--- config.mk ---
export PLATFORM = sky130hd
export DESIGN_NAME = if_fetch_queue
export DESIGN_NICKNAME = d
export VERILOG_FILES = /design/src/rtl/if_fetch_queue.sv
export SDC_FILE = /design/constraint.sdc
export NUM_CORES = 1
export LEC_CHECK = 0
export BUFFER_PORTS_ARGS = -buffer_cell sky130_fd_sc_hd__buf_2
export CAP_MARGIN = 30
export CORE_UTILIZATION = 30
export CTS_BUF_LIST = sky130_fd_sc_hd__clkbuf_2
export DETAILED_ROUTE_END_ITERATION = 6
export GPL_ROUTABILITY_DRIVEN = 0
export PLACE_DENSITY = 0.44
export SETUP_SLACK_MARGIN = 0.1
export SYNTH_ARGS = -nofsm -noshare
export SYNTH_HDL_FRONTEND = slang
export SYNTH_SLANG_ARGS = --single-unit
export TNS_END_PERCENT = 100
--- constraint.sdc ---
create_clock -name clk -period 7.5 [get_ports clk]
set_input_delay 1.125 -clock clk [delete_from_list [all_inputs] [get_ports clk]]
set_output_delay 1.125 -clock clk [all_outputs]
set_load 0.05 [all_outputs]
--- src/rtl/if_fetch_queue.sv ---
// Instruction fetch unit with a small in-order queue of {pc, word} pairs.
// A fetch reads the instruction memory combinationally and pushes the word
// into the queue in the same cycle, so a fetched instruction is offered to
// decode one cycle later. A redirect flushes the queue and restarts fetch
// at the new (word-aligned) PC on the following cycle.
module if_fetch_queue #(
  parameter logic [31:0] RESET_PC = 32'h0040_0000,
  parameter int          DEPTH    = 4
) (
  input  logic                     clk,
  input  logic                     rst_n,
  input  logic                     fetch_en,
  input  logic                     redirect_valid,
  input  logic [31:0]              redirect_pc,
  output logic                     imem_rena,
  output logic [10:0]              imem_addr,
  input  logic [31:0]              imem_data,
  output logic                     inst_valid,
  input  logic                     inst_ready,
  output logic [31:0]              inst_data,
  output logic [31:0]              inst_pc,
  output logic [$clog2(DEPTH):0]   q_count
);

  localparam int PTR_W = $clog2(DEPTH);
  localparam int CNT_W = PTR_W + 1;

  localparam logic [CNT_W-1:0] CNT_FULL = CNT_W'(DEPTH);
  localparam logic [CNT_W-1:0] CNT_ONE  = CNT_W'(1);
  localparam logic [PTR_W-1:0] PTR_ONE  = PTR_W'(1);

  // Control state
  logic [31:0]      r_pc;
  logic [PTR_W-1:0] r_rd_ptr;
  logic [PTR_W-1:0] r_wr_ptr;
  logic [CNT_W-1:0] r_count;

  // Queue storage (no reset: contents are meaningless while count is zero)
  logic [31:0]      r_q_pc   [DEPTH];
  logic [31:0]      r_q_word [DEPTH];

  logic             w_empty;
  logic             w_full;
  logic             w_pop;
  logic             w_fetch;
  logic [31:0]      w_redirect_pc;
  logic [31:0]      w_pc_next;

  // Word-aligns a redirect target by clearing the byte-offset bits.
  function automatic logic [31:0] align_word(input logic [31:0] pc);
    return pc & 32'hFFFF_FFFC;
  endfunction

  // Sequential PC; wraps modulo 2^32.
  function automatic logic [31:0] pc_plus4(input logic [31:0] pc);
    return pc + 32'd4;
  endfunction

  assign w_empty       = (r_count == '0);
  assign w_full        = (r_count == CNT_FULL);
  assign w_pop         = ~w_empty & inst_ready;
  assign w_redirect_pc = align_word(redirect_pc);
  assign w_pc_next     = pc_plus4(r_pc);

  // A slot is free if the queue is not full or the head leaves this cycle.
  // Reset and redirect both cancel the fetch, so no push happens then.
  assign w_fetch = rst_n & fetch_en & ~redirect_valid & (~w_full | w_pop);

  assign imem_rena  = w_fetch;
  assign imem_addr  = r_pc[12:2];

  assign inst_valid = ~w_empty;
  assign inst_data  = r_q_word[r_rd_ptr];
  assign inst_pc    = r_q_pc[r_rd_ptr];
  assign q_count    = r_count;

  // Fetch PC, pointers and occupancy; reset beats redirect, redirect beats fetch/pop.
  always_ff @(posedge clk) begin
    if (!rst_n) begin
      r_pc     <= RESET_PC;
      r_rd_ptr <= '0;
      r_wr_ptr <= '0;
      r_count  <= '0;
    end else if (redirect_valid) begin
      r_pc     <= w_redirect_pc;
      r_rd_ptr <= '0;
      r_wr_ptr <= '0;
      r_count  <= '0;
    end else begin
      if (w_fetch) begin
        r_pc     <= w_pc_next;
        r_wr_ptr <= r_wr_ptr + PTR_ONE;
      end
      if (w_pop) begin
        r_rd_ptr <= r_rd_ptr + PTR_ONE;
      end
      case ({w_fetch, w_pop})
        2'b10:   r_count <= r_count + CNT_ONE;
        2'b01:   r_count <= r_count - CNT_ONE;
        default: r_count <= r_count;
      endcase
    end
  end

  // Push the fetched word and its PC at the write pointer.
  always_ff @(posedge clk) begin
    if (w_fetch) begin
      r_q_pc[r_wr_ptr]   <= r_pc;
      r_q_word[r_wr_ptr] <= imem_data;
    end
  end

endmodule

### Yosys cells after proc, flatten, opt, wreduce, memory -nomap -nowiden

Memories as Yosys holds them, arrays and structs flattened. A register that Yosys moved wholly into a read port is not among the register bits.
Index checks and enable logic that the tools add are counted.

| word-level totals | value |
|---|---|
| input bits | 69 |
| memory bits (writable) | 256 |
| memories kept | 2 |
| word-level logic and storage cells | 37 |
| flip-flop bits (word level) | 39 |

| operators by class | value |
|---|---|
| add/subtract/negate cells | 5 |
| bitwise operators | 9 |
| eq/ne operators | 3 |
| reductions and logical operators | 4 |
| mux-type cells | 9 |

Memory list:

| name | words | bits a word | read ports | clocked after memory_dff | write ports | line | source |
|---|---|---|---|---|---|---|---|
| r_q_pc | 4 | 32 | 1 | 1 | 1 | 39 | `logic [31:0] r_q_pc [DEPTH];` |
| r_q_word | 4 | 32 | 1 | 1 | 1 | 40 | `logic [31:0] r_q_word [DEPTH];` |

Operator list:

| kind | number |
|---|---|
| 2-to-1 mux 32 bit | 2 |
| adder 32 x 3 -> 32 bit, second input constant | 1 |
| 2-to-1 mux 2 bit | 4 |
| one-hot mux 3 bit (2 select lines) | 1 |
| adder 2 x 1 -> 2 bit, second input constant | 2 |
| AND 1 bit | 4 |
| inverter 1 bit | 4 |
| nonzero test 2 bit | 2 |
| adder 3 x 1 -> 3 bit, second input constant | 1 |
| equality test 3 bit, second input constant | 1 |
| zero test 3 bit | 1 |
| subtractor 3 x 1 -> 3 bit, second input constant | 1 |
| equality test 2 x 1 -> 1 bit, second input constant | 1 |
| equality test 2 bit, second input constant | 1 |
| 2-to-1 mux 1 bit | 2 |
| OR reduction 2 bit | 1 |
| OR 1 bit | 1 |

### Longest topological paths before layout

Gate-level depths: netlist of the first run.

| logic depth | value |
|---|---|
| depth after elaboration | 7 |
| gate-level depth with buffers | 8 |
| depth with buffers taken out | 7 |

### Least setup slack after synthesis of the first run

OpenSTA, ideal clock, no wires.

| timing | value |
|---|---|
| kind | input to register |
| start | input port rst_n |
| end | memory r_q_pc[0][10], enable pin |
| setup slack | 3.202 ns |
| data arrival time | 3.872 ns |
| cell stages on the path | 6 |
| buffers on the path | 2 |
| cell sequence | clkbuf_1 > nand3b_1 > nand2b_2 > inv_2 > clkbuf_1 > and2_1 |

| between the ends | value |
|---|---|
| word-level cells in the longest chain between the ends | 5 |

RTL lines:

| what | line | source |
|---|---|---|
| start: declaration | 11 | `input logic rst_n,` |
| AND 1 bit (3 in a row) | 67 | `assign w_fetch = rst_n & fetch_en & ~redirect_valid & (~w_full \| w_pop);` |
| named net imem_rena | 15 | `output logic imem_rena,` |
| 2-to-1 mux 1 bit | 107 | `if (w_fetch) begin` |
| 2-to-1 mux 1 bit (not written as such) | 108 | `r_q_pc[r_wr_ptr] <= r_pc;` |
| end: declaration | 39 |  |

The timed path passes the listed nets, and every way through them passes these cells.

==> flow_metrics.tcl, run 1 <==
set metrics [dict create \
    synth_top_area_cell "edfxtp_1" \
    dp.cells 1186 \
    synth.area.top_cells "edfxtp_1 66%, mux4_2 12%, dfxtp_1 7.0%" \
    crit_chain "buf_4, mux4_2, buf_2" \
    track_usage_pct 13.8 \
    nets 873 \
    clock_latency_ns 0.90 \
    instances_no_fill 1321 \
    synth_compound_area_share_pct 3.80 \
    postSynthAreaPerCell_um2 18.5 \
    cts_setup_buffers 0 \
    first_global_vias 6828 \
    fmax_mhz 227 \
    yosys.area_share.simple_pct 5.13 \
    synth_edf_count 248 \
    synth.most_common_cell "edfxtp_1" \
    dr.pass1.iters 4 \
    status "finished clean" \
    numCtsBuffers 78 \
    cp.arrival_ns 3.28 \
    synth_seq_cells 287 \
    drt-total-wl_mm 25.8 \
    setup_viol 0 \
    first_iter_violations 286 \
    vias 6211 \
    synthTopCellsByCount "248 x edfxtp_1, 62 x mux4_2, 40 x nand2_1" \
    wire_per_inst_um 19.5 \
    coreArea_mm2 0.0367 \
    worstMarginPinSlew_ns 0.854 \
    synthToLayoutAreaGrowth_pct 17.9 \
    rows 70 \
    async_flop_share_pct 0 \
    viasPerCell 4.70 \
    p_leak_uw 0.00454 \
    synthXorXnorAreaFrac_pct 2.11 \
    overflow 0 \
    cts_num_sinks 287 \
    netlist_area_mm2 0.0112 \
    dieArea_mm2 0.0382 \
    path_max_fanout 36 \
    cp_num_cells 3 \
    path_clk_slew_ns 0.09 \
    endpoint "inst_pc[4]" \
    grt_setup_unrepaired "false" \
    r2r_cells 6 \
    antenna_found_initial 1 \
    synth-adder-area-share_pct 0.736 \
    ys.flop_type "edfxtp_1" \
    crit_family "buffers and inverters" \
    drive_gt1_share_pct 41.1 \
    reg2reg_slack_ns 4.98 \
    tns_ns 0 \
    initial_utilization_pct 30.6 \
    grt_pass1_wl_mm 39.3 \
    drc 0 \
    synthesis.instances 607 \
    hold_violations 0 \
    die_x_um 195 \
    dp_hpwl_mm 15.9 \
    cts_buffer_depth 3 \
    cts_root_buf "clkbuf_2" \
    r2r_end "r_pc[16]" \
    crit_required_ns 6.38 \
    crit_slowest_cell "buf_4" \
    period_share_pct 58.7 \
    ctsHoldBuffers 0 \
    grt_max_degree 49 \
    h-tree-depth 3 \
    crit_path_end_kind "output pin" \
    p_per_area_mw_per_mm2 240 \
    slew_headroom_pct 43.0 \
    min_period_ns 4.40 \
    seq_area_frac_synth_pct 73.4 \
    worstReg2RegStart "r_pc[2]" \
    drtAntennaViolNets 0 \
    drv_slew 0 \
    cts_tree "built" \
    ys_types 51 \
    synth_top_family_by_area "multiplexers" \
    cap_violations 0 \
    fin_skew_ns 0.0624 \
    ir_drop_mv 0.0864 \
    path_class "reg2out" \
    io_buffers 144 \
    yosys_warnings 0 \
    crit_buf_inv 2 \
    die_h_um 195 \
    hp-class "in2reg" \
    crit_path_start_kind "register" \
    max_stage_delay_ns 0.75 \
    cts_resized 0 \
    synth_top_area_share_pct 66.4 \
    synth.mux.area_fraction_pct 12.6 \
    pin_count 149 \
]
-- sequential cells by signal (all words and copies together) (netlist names), named ones only --
signal and flops:
r_q_word 128, q_count 3, r_rd_ptr 2, r_wr_ptr 2, r_pc 30, r_q_pc 120
-- worst min-delay path by stage --
stage	end	cells past startpoint	from	slack (ns)
6_report	r_q_word[3][12]	1	imem_data[12]	0.46
5_1_grt	r_q_word[0][1]	1	imem_data[1]	0.33
4_1_cts	r_q_word[3][12]	1	imem_data[12]	0.30
3_5_place_dp	register	2	r_rd_ptr[1]	0.51
3_3_place_gp	r_wr_ptr[1]	2	r_wr_ptr[1]	0.47
2_1_floorplan	r_wr_ptr[1]	2	r_wr_ptr[1]	0.47
-- stage by stage --
stage | hold slack (ns) | utilization [%] | setup WS [ns] | power (uW) | cell area (um^2)
after global routing | 0.326 | 36.0 | 2.74 | 3330 | 13200
after floorplan | 0.469 | - | 3.20 | 1980 | 11200
after global placement | 0.474 | 33.6 | 3.81 | 2040 | 12300
final | 0.457 | 36.0 | 3.10 | 3170 | 13200
after detailed placement | 0.509 | 34.0 | 3.75 | 2050 | 12500
after CTS | 0.300 | 36.0 | 2.81 | 3240 | 13200
-- power breakdown --
group | leakage [uW] | switching, uW | internal (uW)
sequential | 0.00259 | 33.1 | 1760
clock | 0.000561 | 630 | 532
combinational | 0.00139 | 146 | 69.1
total | 0.00454 | 809 | 2360
-- layer usage --
layer / share of wire, % / global-route usage, %
met5: 0 / 0
met2: 48 / 22.4
met1: 44 / 17.2
met3: 6.6 / 4.20
met4: 1.9 / 5.98
-- cell usage in the layout (no fill, tap or decap), types with 5 or more instances in the layout --
cell type  instances
buf_2            144
xor2_1            11
a22o_1             6
o21ai_0           23
nor3_1             6
buf_16             5
nor2_1            14
xnor2_1           16
nand2_1           40
nand3_1           16
and2_1             5
clkbuf_2         110
mux4_2            62
edfxtp_1         248
a21oi_1           11
inv_1              6
dfxtp_1           37
ha_1               5
nand4_1            8
clkinv_1          12
-- cell type report --
class                           count  area (um^2)
Multi-Input combinational cell    274         2760
Clock buffer                      110          551
Antenna cell                        1         2.50
Sequential cell                   287         8240
Clock inverter                     24          204
Inverter                            7         26.3
Fill cell                        3494        23500
Tap cell                          468          586
Timing Repair Buffer              150          866
-- worst register-to-register path, stage by stage, from the launching register on --
cell     delay (ns)
dfxtp_1        0.54
ha_1           0.23
nand3_1        0.23
nor3_1         0.75
nor3b_1        0.33
xor2_1         0.11
a22o_1         0.23
-- cell families (layout without fill, tap and decap cells) --
group / count (synthesis) / in the layout
flip-flops: 287 / 287
AND/OR/NAND/NOR: 111 / 111
AO/OA/AOI/OAI: 64 / 64
multiplexers: 64 / 64
buffers and inverters: 47 / 291
XOR/XNOR: 27 / 27
adder cells (fa/ha/maj): 6 / 6
other: 1 / 3
Note: power is estimated with default switching activity, not from simulation.
==> inputs of run 2 (changes only) <==
Clock period 7.5 ns to 4.6 ns, I/O delays scaled along.
==> run 2 against run 1 <==
  * Non-clock buffer count rose by 37
  * Register-to-register slack worse by 2.8 ns
  * Critical endpoint is now inst_data[5]
  * Largest cell class unchanged
  * Critical path type unchanged
  * Critical path depth unchanged
  * First-iteration DRC count rose by 5.9%
  * Final cell count up 3.0%
  * Final area up 2.3%
  * Sequential share of layout area fell by 1.4 points
==> flow_metrics.tcl, run 2 (synthesized netlist as in run 1, its figures left out) <==
set metrics [dict create \
    status "finished clean" \
    fmax_mhz 286 \
    grt_setup_unrepaired "false" \
    dp_worst_setup_slack_ns 1.63 \
    viasPerCell 4.65 \
    hold_violations 0 \
    reg_top3 "r_q_word (128), r_q_pc (120), r_pc (30)" \
    mostFrequentLayoutCell "edfxtp_1" \
    crit_chain "buf_12, mux4_2, buf_2" \
    crit_family "flip-flops" \
    pin_count 149 \
    cap_violations 0 \
    cts_setup_buffers 0 \
    setup_viol 0 \
    fin_skew_ns 0.0569 \
    overflow 0 \
    period_share_pct 76.1 \
    min_period_ns 3.50 \
    drtAntennaViolNets 0 \
    tns_ns 0 \
    coreArea_mm2 0.0367 \
    p_per_area_mw_per_mm2 370 \
    crit_path_end_kind "output pin" \
    io_buffers 144 \
    drive_gt1_share_pct 39.2 \
    nets 909 \
    crit_slowest_cell "dfxtp_4" \
    place_area_mm2 0.0125 \
    design_area_mm2 0.0135 \
    synthToLayoutAreaGrowth_pct 20.7 \
    wire_per_inst_um 18.9 \
    cts_tree "built" \
    cp_num_cells 3 \
    path_clk_slew_ns 0.10 \
    slew_headroom_pct 37.0 \
    layout_common_cells "248 x edfxtp_1, 144 x buf_2, 110 x clkbuf_2, 62 x mux4_2, 40 x nand2_1" \
    grt_pass1_wl_mm 39.0 \
    cp.arrival_ns 2.81 \
    drt-total-wl_mm 25.7 \
    numCtsBuffers 77 \
    fin_total_pwr_uw 5010 \
    die_h_um 195 \
    hp-class "in2reg" \
    dp_hpwl_mm 15.8 \
    cts_num_sinks 287 \
    initial_utilization_pct 30.6 \
    drc 0 \
    grt_max_degree 48 \
    regMostFlops "r_q_word" \
    fill_cells 3521 \
    max_stage_delay_ns 0.68 \
    first_iter_violations 303 \
    cts_root_buf "clkbuf_2" \
    largest_register_ffs 128 \
    p_leak_uw 0.00467 \
    crit_path_start_kind "register" \
    dr.pass1.iters 4 \
    rows 70 \
    worstMarginPinSlew_ns 0.944 \
    ir_drop_mv 0.152 \
    layout_setup_ws_ns 1.10 \
    track_usage_pct 13.8 \
    r2r_cells 6 \
    drv_slew 0 \
    path_max_fanout 41 \
    hold-path-cell-count 3 \
    cts_buffer_depth 3 \
    h-tree-depth 3 \
    die_x_um 195 \
    first_global_vias 6905 \
    path_class "reg2out" \
    antenna_found_initial 1 \
    clock_latency_ns 0.88 \
    crit_required_ns 3.91 \
    dieArea_mm2 0.0382 \
    utilization_pct 36.9 \
    vias 6329 \
    crit_buf_inv 2 \
]
## run 2: repair_timing
action                                  in CTS  in global routing
hold buffers                                36                  0
endpoints found under the hold margin      132                  0
endpoints found under the setup margin       0                  0
resized for setup                            0                  0
## run 2: per-stage QoR
step	hold WS [ns]	instances
6_report	0.117	1361
5_1_grt	0.0548	1361
4_1_cts	0.00688	1359
3_5_place_dp	0.496	1187
3_3_place_gp	0.475	1182
2_1_floorplan	0.469	608
## run 2: power by group
| part | leakage (uW) | total, uW | internal [uW] | switching, uW |
|---|---|---|---|---|
| Sequential | 0.00259 | 2920 | 2870 | 54.2 |
| Combinational | 0.00155 | 377 | 134 | 243 |
| Clock | 0.000533 | 1710 | 700 | 1010 |
| Total | 0.00467 | 5010 | 3700 | 1310 |
## run 2: path summary, 6_finish.rpt
| path | endpoint | startpoint | slack, ns |
|---|---|---|---|
| setup reg to reg | r_pc[16] | r_pc[2] | 2.20 |
| hold reg to reg | r_wr_ptr[1] | r_wr_ptr[1] | 0.50 |
| setup / recovery | inst_data[5] | register | 1.10 |
| hold / removal | r_pc[4] | redirect_pc[4] | 0.12 |
## run 2: tightest hold or removal path: stages
cell	delay (ns)
buf_2	0.08
o21ai_0	0.08
a21oi_1	0.11
## run 2: cell type report
| type | count | area [um^2] | area share, % |
|---|---|---|---|
| sequential | 287 | 8240 | 60.8 |
| multi-input combinational | 274 | 2760 | 20.4 |
| timing repair buffer | 187 | 1250 | 9.21 |
| tap | 468 | 586 | 4.33 |
| clock buffer | 110 | 551 | 4.07 |
| clock inverter | 26 | 130 | 0.961 |
| inverter | 7 | 26.3 | 0.194 |
| antenna | 2 | 5.00 | 0.0370 |
## run 2: metal layers
layer | global-route usage [%] | wire length (um) | up-vias
met1 | 17.0 | 11400 | 3183
li1 | - | - | 2913
met5 | 0 | 0 | -
met3 | 3.61 | 1320 | 46
met2 | 22.6 | 12500 | 187
met4 | 6.30 | 526 | 0
==> inputs of run 3 (changes only) <==
Settings changed: ABC_AREA from default to 1.
Clock period 4.6 ns to 3.55 ns, I/O delays scaled along.
==> run 3 against run 2 <==
  * First-iteration DRC count increased by 28%
  * Critical path type unchanged
  * Register-to-register slack worse by 0.70 ns
  * Non-clock buffer count rose by 46
  * Combinational power up 39%
  * Sequential share of layout area fell by 5.1 points
  * Sequential cell count unchanged
  * Wire length increased by 27%
  * Via count grew 36%
  * Die area increased by 5.4%
  * Utilization increased by 1.2 points
  * Power rose by 40%
==> flow_metrics.tcl, run 3 <==
set metrics [dict create \
    io_buffers 144 \
    period_share_pct 87.0 \
    largest_register_ffs 128 \
    die_x_um 201 \
    slew_headroom_pct 52.9 \
    cp.arrival_ns 2.56 \
    h-tree-depth 3 \
    dieArea_mm2 0.0402 \
    p_int_uw 5190 \
    p_switching_uw 1800 \
    die_h_um 201 \
    crit_path_end_kind "output pin" \
    seq_area_frac_synth_pct 69.6 \
    synthTopCellsByCount "248 x edfxtp_1, 177 x nor2_1, 156 x nand2_1" \
    numCtsBuffers 78 \
    drt-total-wl_mm 32.5 \
    synth.most_common_cell "edfxtp_1" \
    nets 1382 \
    ys_types 33 \
    postSynthAreaPerCell_um2 11.2 \
    crit_required_ns 3.02 \
    fin_skew_ns 0.0691 \
    whs_ns 0.138 \
    seqPwrFrac_pct 54.0 \
    drc 0 \
    initial_utilization_pct 30.5 \
    status "finished clean" \
    crit_path_start_kind "register" \
    pin_count 149 \
    power_frac_comb_pct 7.5 \
    worstMarginPinSlew_ns 0.704 \
    coreArea_mm2 0.0387 \
    overflow 0 \
    rows 72 \
    vias 8601 \
    path_clk_slew_ns 0.10 \
    p_per_area_mw_per_mm2 474 \
    hold_violations 0 \
    wire_per_inst_um 17.2 \
    path_class "reg2out" \
    reg_top3 "r_q_word (128), r_q_pc (120), r_pc (30)" \
    grt_setup_unrepaired "false" \
    layout_common_cells "248 x edfxtp_1, 173 x nor2_1, 156 x nand2_1, 149 x o21ai_0, 144 x buf_2" \
    drv_slew 0 \
    dr.pass1.iters 4 \
    cap_violations 0 \
    path_max_fanout 25 \
    clock_power_share_pct 38.5 \
    synth_seq_cells 287 \
    switching_share_pct 25.8 \
    drtAntennaViolNets 0 \
    ir_drop_mv 0.188 \
    cts_buffer_depth 3 \
    netlist_area_mm2 0.0118 \
    p_leak_uw 0.00554 \
    fmax_mhz 324 \
    grt_max_degree 63 \
    first_global_vias 8385 \
    antenna_found_initial 2 \
    r2r_cells 6 \
    grt_pass1_wl_mm 48.7 \
    synth_edf_count 248 \
    yosys_warnings 0 \
    setup_viol 0 \
    hold-path-cell-count 3 \
    clock_latency_ns 0.94 \
    track_usage_pct 16.0 \
    ys.flop_type "edfxtp_1" \
    async_flop_share_pct 0 \
    fin_total_pwr_uw 7000 \
    tns_ns 0 \
    first_iter_violations 387 \
    viasPerCell 4.56 \
    drive_gt1_share_pct 23.6 \
    synth.area.top_cells "edfxtp_1 63%, dfxtp_1 6.6%, o21ai_0 6.3%" \
    cts_num_sinks 287 \
    hp-class "in2reg" \
    regMostFlops "r_q_word" \
    synth_top_area_share_pct 63.0 \
    synthesis.instances 1056 \
    dp_hpwl_mm 18.5 \
    synth_top_area_cell "edfxtp_1" \
    min_period_ns 3.09 \
    synthToLayoutAreaGrowth_pct 24.8 \
    cts_tree "built" \
    cts_root_buf "clkbuf_2" \
    mostFrequentLayoutCell "edfxtp_1" \
]
run 3: cell types whose count changed after synthesis, moves of 9 or more:
cell	previous run	this run
o21ai_0	23	149
mux4_2	62	0
o22ai_1	0	62
a21oi_1	11	34
and2_1	9	0
clkbuf_1	18	36
nor2_1	14	177
nand2_1	40	156
xnor2_1	16	0
inv_1	6	61
run 3: layer usage:
layer / up-vias / GRT usage (%) / routed length [um]
met5: - / 0 / 0
li1: 4254 / - / -
met4: 0 / 5.26 / 621
met1: 4085 / 20.5 / 15200
met2: 204 / 26.2 / 15400
met3: 58 / 4.06 / 1340
run 3: area by class of cell:
| cell class | count | area, um^2 |
|---|---|---|
| timing repair buffer | 233 | 1730 |
| fill | 3936 | 24000 |
| tap | 518 | 648 |
| clock buffer | 118 | 591 |
| multi-input combinational | 643 | 3060 |
| inverter | 64 | 246 |
| clock inverter | 19 | 235 |
| antenna | 4 | 10.0 |
| sequential | 287 | 8230 |
run 3: cell families (layout without fill, tap and decap cells):
family / Yosys count / in the layout / synth area share, %
compound gates: 254 / 254 / 11.6
fa+ha+maj: 6 / 6 / 0.698
xor+xnor: 8 / 8 / 0.593
flops: 287 / 287 / 69.6
buf+inv: 127 / 434 / 4.82
other cells: 1 / 6 / 0.0317
simple gates: 373 / 373 / 12.7
run 3: power groups by stage:
stage	clock network (uW)	logic (uW)	registers (uW)
after CTS	2820	524	3780
after global routing	3000	567	3790
after global placement	0	461	3860
final	2700	523	3780
after detailed placement	0	463	3860
after floorplan	0	322	3830
run 3: final timing paths:
| kind | startpoint | endpoint | slack, ns |
|---|---|---|---|
| max | register | inst_data[15] | 0.46 |
| min | redirect_valid | r_pc[8] | 0.14 |
| max reg2reg | q_count[2] | r_q_word[2][21] | 1.50 |
| min reg2reg | r_rd_ptr[1] | register | 0.47 |
run 3: timing repair:
item | CTS | global route
hold endpoints to repair | 163 | 0
setup endpoints to repair | 4 | 45
gates cloned | 1 | 0
resized for setup | 4 | 0
hold buffers | 64 | 0
setup buffers | 0 | 5
run 3: per-stage QoR:
| stage | utilization [%] | cell area (um^2) | cells | setup slack, ns |
|---|---|---|---|---|
| finish | 38.1 | 14800 | 1886 | 0.462 |
| CTS | 37.9 | 14700 | 1877 | 0.100 |
| global route | 38.1 | 14800 | 1884 | 0.217 |
| floorplan | - | 11800 | 1057 | -0.670 |
| detailed placement | 34.0 | 13200 | 1675 | 0.964 |
| global placement | 34.0 | 13200 | 1675 | 0.998 |
run 3: worst max-delay path: stages (launching register included):
cell and delay (ns):
dfxtp_2 0.36, inv_4 0.30, buf_4 0.33, o21ai_0 0.13, o22ai_1 0.18, buf_2 0.31
